**config.mk**
```make
export PLATFORM = sky130hd
export DESIGN_NAME = esc_pwm_out
export DESIGN_NICKNAME = d
export VERILOG_FILES = /design/src/rtl/esc_pwm_out.sv
export SDC_FILE = /design/constraint.sdc
export NUM_CORES = 1
export LEC_CHECK = 0
export CAP_MARGIN = 20
export CORE_AREA = 2 2 118 120
export CTS_CLUSTER_DIAMETER = 40
export DETAILED_ROUTE_END_ITERATION = 12
export DIE_AREA = 0 0 120 122
export GPL_TIMING_DRIVEN = 0
export PLACE_DENSITY = 0.6
export SLEW_MARGIN = 40
export SYNTH_ARGS = -nofsm -noshare
export SYNTH_HDL_FRONTEND = slang
export SYNTH_SLANG_ARGS = --single-unit
```
**constraint.sdc**
```tcl
create_clock -name clk -period 3.75 [get_ports clk]
set_clock_uncertainty 0.1 [all_clocks]
set_input_delay 0.75 -clock clk [delete_from_list [all_inputs] [get_ports clk]]
set_output_delay 0.75 -clock clk [all_outputs]
set_load 0.1 [all_outputs]
```
**src/rtl/esc_pwm_out.sv**
```systemverilog
// esc_pwm_out
// Four-channel ESC pulse generator fed by the motor mixer. Each signed
// command is clamped to 0..MAX_CMD and turned into a servo-style pulse of
// MIN_US + cmd microseconds, repeated every FRAME_US microseconds. An arming
// FSM holds every channel at MIN_US until arming is requested and the
// commanded throttle has been held at zero for ARM_FRAMES frames.
//
// All per-frame state (widths, saturation flags, FSM transitions) updates
// only on the frame latch cycle, so a pulse in flight is never reshaped by
// mixer activity. The only exception is disarming, which takes effect on the
// very next clock edge; even then the pulse in progress runs to its latched
// width and only the following frame drops back to MIN_US.
module esc_pwm_out #(
    parameter int CLK_PER_US = 50,
    parameter int FRAME_US   = 2500,
    parameter int MIN_US     = 1000,
    parameter int MAX_CMD    = 1000,
    parameter int ARM_FRAMES = 8
) (
    input  logic               clk,
    input  logic               rst,
    input  logic               arm,
    input  logic signed [15:0] m1,
    input  logic signed [15:0] m2,
    input  logic signed [15:0] m3,
    input  logic signed [15:0] m4,
    output logic [3:0]         pwm_out,
    output logic               armed,
    output logic               frame_start,
    output logic [3:0]         sat
);

    // ------------------------------------------------------------------
    // Widths of the counters and latched values, sized from their maxima.
    // ------------------------------------------------------------------
    localparam int PC_W  = (CLK_PER_US > 1) ? $clog2(CLK_PER_US) : 1;
    localparam int FC_W  = (FRAME_US > 1) ? $clog2(FRAME_US) : 1;
    // Widths never exceed MIN_US + MAX_CMD, which is below FRAME_US, so a
    // width always fits in the frame counter's width.
    localparam int W_W   = $clog2(MIN_US + MAX_CMD + 1);
    localparam int CMD_W = $clog2(MAX_CMD + 1);
    localparam int ZC_W  = $clog2(ARM_FRAMES + 1);

    localparam logic [PC_W-1:0]   PC_LAST   = PC_W'(CLK_PER_US - 1);
    localparam logic [FC_W-1:0]   FC_LAST   = FC_W'(FRAME_US - 1);
    localparam logic [ZC_W-1:0]   ZC_LAST   = ZC_W'(ARM_FRAMES - 1);
    localparam logic [W_W-1:0]    MIN_W     = W_W'(MIN_US);
    localparam logic [CMD_W-1:0]  MAX_CMD_U = CMD_W'(MAX_CMD);
    localparam logic signed [16:0] MAX_CMD_S = 17'(MAX_CMD);

    typedef enum logic [1:0] {
        DISARMED  = 2'd0,
        ARM_CHECK = 2'd1,
        ARMED     = 2'd2
    } state_t;

    // ------------------------------------------------------------------
    // Timebase
    // ------------------------------------------------------------------
    logic [PC_W-1:0] pc_reg;
    logic [FC_W-1:0] fc_reg;
    logic            us_tick;
    logic            latch;

    assign us_tick = (pc_reg == PC_LAST);
    // The latch cycle is the last clock of the last microsecond of a frame.
    assign latch   = us_tick && (fc_reg == FC_LAST);

    // Microsecond prescaler: counts clocks within one microsecond.
    always_ff @(posedge clk) begin
        if (rst) begin
            pc_reg <= '0;
        end else if (us_tick) begin
            pc_reg <= '0;
        end else begin
            pc_reg <= pc_reg + PC_W'(1);
        end
    end

    // Frame counter in microseconds, wrapping at the end of each frame.
    always_ff @(posedge clk) begin
        if (rst) begin
            fc_reg <= '0;
        end else if (us_tick) begin
            if (fc_reg == FC_LAST) begin
                fc_reg <= '0;
            end else begin
                fc_reg <= fc_reg + FC_W'(1);
            end
        end
    end

    // One-cycle marker in the first cycle of each new frame.
    always_ff @(posedge clk) begin
        if (rst) begin
            frame_start <= 1'b0;
        end else begin
            frame_start <= latch;
        end
    end

    // ------------------------------------------------------------------
    // Arming FSM
    // ------------------------------------------------------------------
    state_t          state_reg;
    logic [ZC_W-1:0] zc_reg;
    logic            armed_reg;
    logic [3:0]      cmd_zero;
    logic            all_zero;
    logic            armed_after_latch;

    assign all_zero = (cmd_zero == 4'b1111);

    // Whether the FSM will be ARMED once the transition at the latch cycle
    // has been taken; the width registers use this to pick armed widths in
    // the same frame that arming completes.
    assign armed_after_latch =
        ((state_reg == ARM_CHECK) && arm && all_zero && (zc_reg == ZC_LAST)) ||
        ((state_reg == ARMED) && arm);

    // Arming state machine: transitions at the latch cycle, except that
    // dropping arm while ARMED disarms on the next edge.
    always_ff @(posedge clk) begin
        if (rst) begin
            state_reg <= DISARMED;
            zc_reg    <= '0;
            armed_reg <= 1'b0;
        end else if ((state_reg == ARMED) && !arm) begin
            state_reg <= DISARMED;
            armed_reg <= 1'b0;
        end else if (latch) begin
            case (state_reg)
                DISARMED: begin
                    if (arm) begin
                        state_reg <= ARM_CHECK;
                        zc_reg    <= '0;
                    end
                end
                ARM_CHECK: begin
                    if (!arm) begin
                        state_reg <= DISARMED;
                    end else if (all_zero) begin
                        zc_reg <= zc_reg + ZC_W'(1);
                        if (zc_reg == ZC_LAST) begin
                            state_reg <= ARMED;
                            armed_reg <= 1'b1;
                        end
                    end else begin
                        zc_reg <= '0;
                    end
                end
                ARMED: begin
                    // arm is high here; nothing changes until it drops.
                    state_reg <= ARMED;
                end
                default: begin
                    state_reg <= DISARMED;
                    armed_reg <= 1'b0;
                end
            endcase
        end
    end

    assign armed = armed_reg;

    // ------------------------------------------------------------------
    // Per-channel clamp, width latch and pulse output
    // ------------------------------------------------------------------
    logic signed [15:0] m_in [4];

    assign m_in[0] = m1;
    assign m_in[1] = m2;
    assign m_in[2] = m3;
    assign m_in[3] = m4;

    genvar gi;
    generate
        for (gi = 0; gi < 4; gi++) begin : g_ch
            logic signed [16:0] m_ext;
            logic [CMD_W-1:0]   cmd;
            logic               clamped;
            logic [W_W-1:0]     w_reg;
            logic               sat_reg;
            logic               pwm_reg;

            // Sign-extend to 17 bits so the comparison against MAX_CMD
            // cannot overflow for any 16-bit input.
            assign m_ext = {m_in[gi][15], m_in[gi]};

            // Clamp the mixer command into 0..MAX_CMD and flag clamping.
            always_comb begin
                cmd     = '0;
                clamped = 1'b0;
                if (m_ext < 17'sd0) begin
                    cmd     = '0;
                    clamped = 1'b1;
                end else if (m_ext > MAX_CMD_S) begin
                    cmd     = MAX_CMD_U;
                    clamped = 1'b1;
                end else begin
                    cmd     = CMD_W'(m_ext);
                    clamped = 1'b0;
                end
            end

            assign cmd_zero[gi] = (cmd == '0);

            // Latch the pulse width and clamp flag once per frame.
            always_ff @(posedge clk) begin
                if (rst) begin
                    w_reg   <= '0;
                    sat_reg <= 1'b0;
                end else if (latch) begin
                    sat_reg <= clamped;
                    if (armed_after_latch) begin
                        w_reg <= MIN_W + W_W'(cmd);
                    end else begin
                        w_reg <= MIN_W;
                    end
                end
            end

            // Registered pulse: high while the frame position is below the
            // latched width, giving exactly w * CLK_PER_US high cycles.
            always_ff @(posedge clk) begin
                if (rst) begin
                    pwm_reg <= 1'b0;
                end else begin
                    pwm_reg <= (fc_reg < FC_W'(w_reg));
                end
            end

            assign pwm_out[gi] = pwm_reg;
            assign sat[gi]     = sat_reg;
        end
    endgenerate

endmodule
```
---- Yosys cells after proc, flatten, opt, wreduce, memory -nomap -nowiden ----
Index checks and enable logic that the tools add are counted.
operators by class
  add/sub/neg operators ................... 7
  magnitude comparators ................... 12
  equal/unequal tests ..................... 12
  muxes and demuxes ....................... 34
  bitwise gates (word level) .............. 2
  reductions and logical operators ........ 20
operator list
  kind                                                                               number
  10-bit two-way mux                                                                 8
  16-bit by 11-bit greater-than comparator with 1-bit output, second input constant  4
  16-bit by 1-bit < comparator with 1-bit output, second input constant              4
  12-bit by 11-bit < comparator with 1-bit output                                    4
  10-bit by 10-bit adder with 11-bit output, first input constant                    4
  11-bit two-way mux                                                                 4
  10-bit zero test                                                                   4
  12-bit by 1-bit adder with 12-bit output, second input constant                    1
  12-bit == test, second input constant                                              1
  12-bit two-way mux                                                                 1
  4-bit two-way mux                                                                  3
  1-bit two-way mux                                                                  11
  5-bit AND reduction                                                                2
  2-bit two-way mux                                                                  4
  4-bit one-hot mux with 2 select lines                                              1
  6-bit by 1-bit adder with 6-bit output, second input constant                      1
  6-bit == test, second input constant                                               1
  1-bit logical AND                                                                  6
  2-bit != test, second input constant                                               3
  2-bit one-hot mux with 3 select lines                                              1
  2-bit OR reduction                                                                 3
  4-bit by 1-bit adder with 4-bit output, second input constant                      1
  4-bit by 3-bit == test with 1-bit output, second input constant                    1
  4-bit == test, second input constant                                               1
  12 further kinds                                                                   13
word-level totals
  register bits after elaboration ......... 78
  bits of input ports ..................... 67
  output and inout bits ................... 10
  logic and storage cells ................. 105

---- Longest topological paths before layout ----
  word-level depth ........................ 9
  gate-level depth with buffers ........... 12
  depth with buffers taken out ............ 11

---- Worst setup path after synthesis ----
No wires, ideal clock.
  path type ............................... input port to flip-flop
  from .................................... input port m1[14]
  to ...................................... register g_ch[0].w_reg[3]
  setup time .............................. 0.127 ns
  arrival time ............................ 3.002 ns
  data required time ...................... 3.523 ns
  path slack .............................. 0.521 ns
  stages .................................. 10
  buffers on the path ..................... 3
  cells stage by stage .................... or4_1 > buf_2 > nor3_2 > a21oi_1 > or4_4 > o41ai_2 > and3_1 > buf_4 > buf_6 > a21oi_1
on the way
  word-level cells in the longest chain between the ends .. 9
  elaborated cells on any way between the ends .. 11
  those cells by class .................... add/sub (1); order compare (2); eq/ne (1); mux (3); reduce/logical (4)
ends and longest elaborated chain
  item                                                                                               line  RTL
  start, declared                                                                                    23    input logic signed [15:0] m1,
  16-bit by 11-bit greater-than comparator with 1-bit output                                         197   end else if (m_ext > MAX_CMD_S) begin
  10-bit two-way mux                                                                                 197
  10-bit two-way mux *                                                                               194   if (m_ext < 17'sd0) begin
  parallel branches: the longest is 5 deep, another holds 10-bit by 10-bit adder with 11-bit output  -
  11-bit two-way mux *                                                                               215   if (armed_after_latch) begin
  end signal, assigned                                                                               216   w_reg <= MIN_W + W_W'(cmd);
  end, declared                                                                                      182   logic [W_W-1:0] w_reg;
Mark *: on every way between the ends.
A chain may end at the register's enable or synchronous reset.

---- Final worst setup path ----
Same ends and word-level chain as after synthesis.

==> flow_metrics.tcl <==
set metrics [dict create \
    status "complete, no violations" \
    diodes 0 \
    ios 77 \
    hold_buffers 0 \
    drt_first_iter_violations 363 \
    route.detailed.drc 0 \
    r2r_slack_ps 510 \
    cp-end-kind "flop" \
    ys_ff_latch 78 \
    ys_top_cells_by_area "dfxtp_1, ha_1, a21o_1, a21oi_1, inv_1" \
    synth_top_cell_area_share 0.299 \
    power_leakage_nw 2.48 \
    synthesis.nets 779 \
    avgSynthCellArea_um2 7.87 \
    largest_reg_flops 44 \
    path_buf_inv 4 \
    worstSetupStartpointType "primary input" \
    ir_drop_mv 0.209 \
    cts-root-buf "clkbuf_16" \
    synth-xor-area-share 0.0369 \
    ys_types 58 \
    grt_max_degree 14 \
    swShare 0.214 \
    place_congestion 0.881 \
    whs_path_depth 2 \
    path_cells "clkdlybuf4s50_1 -> or4_1 -> buf_2 -> nor3_1 -> a21oi_1 -> or4_4 -> o41ai_2 -> and3_1 -> buf_4 -> buf_6 -> a21oi_1" \
    grt-ovfl-total 0 \
    grt_usage 0.208 \
    grt_first_pass_wirelength_mm 23.7 \
    synthAdderAreaFrac 0.115 \
    timing.final.crit_share 0.976 \
    slew_headroom 0.548 \
    synth_cells 664 \
    period_needed_ps 3660 \
    crit_path_max_fanout 10 \
    clock.fmax_mhz 273 \
    vias_per_cell 5.41 \
    finalHoldViolations 0 \
    post-route-util 0.483 \
    finalPower_mw 2.12 \
    grt_setup_unrepaired "false" \
    final_nets 861 \
    p_sw_mw 0.453 \
    worst_pin_slew_ps 661 \
    die_x_um 120 \
    vias 5033 \
    p_comb_frac 0.090 \
    postRouteAntennaNets 0 \
    critPathMostFrequentCell "a21oi_1" \
    avgRoutedWirePerCell_um 16.1 \
    yosys.area.top_type "dfxtp_1" \
    synth_edf_count 0 \
    dp_hpwl_mm 11.3 \
    cts.sinks 78 \
    cts_tree "built" \
    core_area_um2 13500 \
    synth_compound_area_frac 0.222 \
    clock_latency_ps 340 \
    power_frac_clock 0.516 \
    synth_flop_cell "dfxtp_1" \
    internal_power_mw 1.66 \
    drv_slew 0 \
    htree_num_levels 3 \
    first_pass_iters 5 \
    grt_pass1_vias 4708 \
    r2r_cells 9 \
    ys_seq_area_frac 0.299 \
    start_util 0.387 \
    hp-class "reg -> reg" \
    cap_violations 0 \
    cpPeakStageDelay_ps 500 \
    antenna_found_initial 0 \
    wirelength_mm 15.0 \
    async_reset_ff_frac 0 \
    muxShareOfSynthArea 0.0117 \
    synth_top_family_by_area "simple AND/OR/NAND/NOR gates" \
    path_clk_slew_ps 60 \
    slowest_stage "or4_1" \
    critical-path-top-delay-family "simple AND/OR/NAND/NOR gates" \
    crit_type "in -> reg" \
    cts_buffers 9 \
    required_ps 3860 \
    setup_violations 0 \
    clock_path_buffers 2 \
    synthSimpleGateAreaFrac 0.236 \
    synth_warnings 0 \
    area_growth_syn_to_layout_pct 24.8 \
    seq_power_share 0.394 \
    drive_above_1_share 0.0759 \
    dieArea_um2 14600 \
    port_buffers 70 \
    critical_path_arrival_ps 3770 \
    die_h_um 122 \
    row_count 43 \
    crit_cells 11 \
    syn_area_um2 5230 \
    power_density_nw_per_um2 325 \
]
==> metrics by stage <==
| stage | instances | TNS, ps | worst slack, ps | hold WS (ps) | area [µm²] |
|---|---|---|---|---|---|
| after global routing | 931 | 0 | 20.4 | 364 | 6520 |
| after CTS | 931 | 0 | 47.6 | 351 | 6490 |
| after detailed placement | 914 | -13650 | -454 | 342 | 6110 |
| after floorplan | 664 | 0 | 521 | 325 | 5230 |
| final | 931 | 0 | 91.5 | 350 | 6520 |
| after global placement | 914 | -12380 | -445 | 334 | 6150 |
==> layout make-up <==
| type | instances | area (µm²) |
|---|---|---|
| Inverter | 57 | 214 |
| Sequential cell | 78 | 1560 |
| Multi-Input combinational cell | 490 | 3290 |
| Timing Repair Buffer | 71 | 658 |
| Clock buffer | 11 | 243 |
| Tap cell | 180 | 225 |
| Buffer | 39 | 201 |
| Fill cell | 1346 | 6980 |
| Clock inverter | 5 | 129 |
==> cells in the final DEF, fill, tap and decap left out, drive strengths merged, types with 35 or more instances in the layout <==
cell type / Yosys / layout
dfxtp: 78 / 78
nor2: 49 / 49
inv: 57 / 58
o21ai: 36 / 36
nand2: 55 / 55
a21oi: 51 / 51
clkdlybuf4s50: 0 / 60
clkbuf: 24 / 35
ha: 48 / 48
a21o: 42 / 42
==> cell usage after synthesis (13+ instances only) <==
master    instances
nand2_1          55
a21o_1           42
nand3_1          21
xor2_1           13
nor2_1           48
a21oi_1          51
dfxtp_1          78
ha_1             48
o21ai_0          30
nor3_1           28
inv_1            57
clkbuf_1         24
==> kinds of logic after synthesis <==
logic type	Yosys count
DFF	78
adders and majority gates	48
buffers and inverters	96
muxes	6
and+or+nand+nor	233
xor gates and xnor gates	22
AOI/OAI and AO/OA	181
==> what timing repair did <==
| item | in CTS | in global routing |
|---|---|---|
| pin swaps | 1 | 0 |
| setup buffers | 1 | 0 |
| endpoints found under the setup margin | 10 | 30 |
| gates cloned | 0 | 0 |
| resized for setup | 1 | 4 |
| endpoints found under the hold margin | 0 | 0 |
==> power groups by stage <==
stage / logic [mW] / registers [mW] / clock network, mW
6_report: 0.191 / 0.834 / 1.09
5_1_grt: 0.209 / 0.834 / 1.14
4_1_cts: 0.190 / 0.834 / 1.11
3_5_place_dp: 0.189 / 0.852 / 0
3_3_place_gp: 0.186 / 0.852 / 0
2_1_floorplan: 0.0795 / 0.852 / 0
==> final timing paths <==
| check | from | endpoint |
|---|---|---|
| max | m1[14] | g_ch[0].w_reg[3]$_SDFFE_PP0P_ |
| max reg2reg | fc_reg[1]$_SDFFE_PP0N_ | fc_reg[10]$_SDFFE_PP0N_ |
| min reg2reg | g_ch[3].w_reg[10]$_SDFFE_PP0P_ | g_ch[3].w_reg[10]$_SDFFE_PP0P_ |
| min | g_ch[3].w_reg[10]$_SDFFE_PP0P_ | g_ch[3].w_reg[10]$_SDFFE_PP0P_ |
==> worst min-delay path, cell delays in order, from the launching register on <==
cell and delay [ps]:
dfxtp_1 310, nand2_1 50, o21ai_1 50
==> routing by layer <==
metal | vias up | part of all wire | wire [µm] | GRT usage
met1 | 2364 | 0.44 | 6650 | 0.268
met4 | 0 | 0.0070 | 105 | 0.0412
met2 | 124 | 0.49 | 7370 | 0.365
li1 | 2537 | - | - | -
met3 | 8 | 0.055 | 824 | 0.0375
met5 | - | 0 | 0 | 0
No activity file was read; power rests on OpenSTA's default activity.
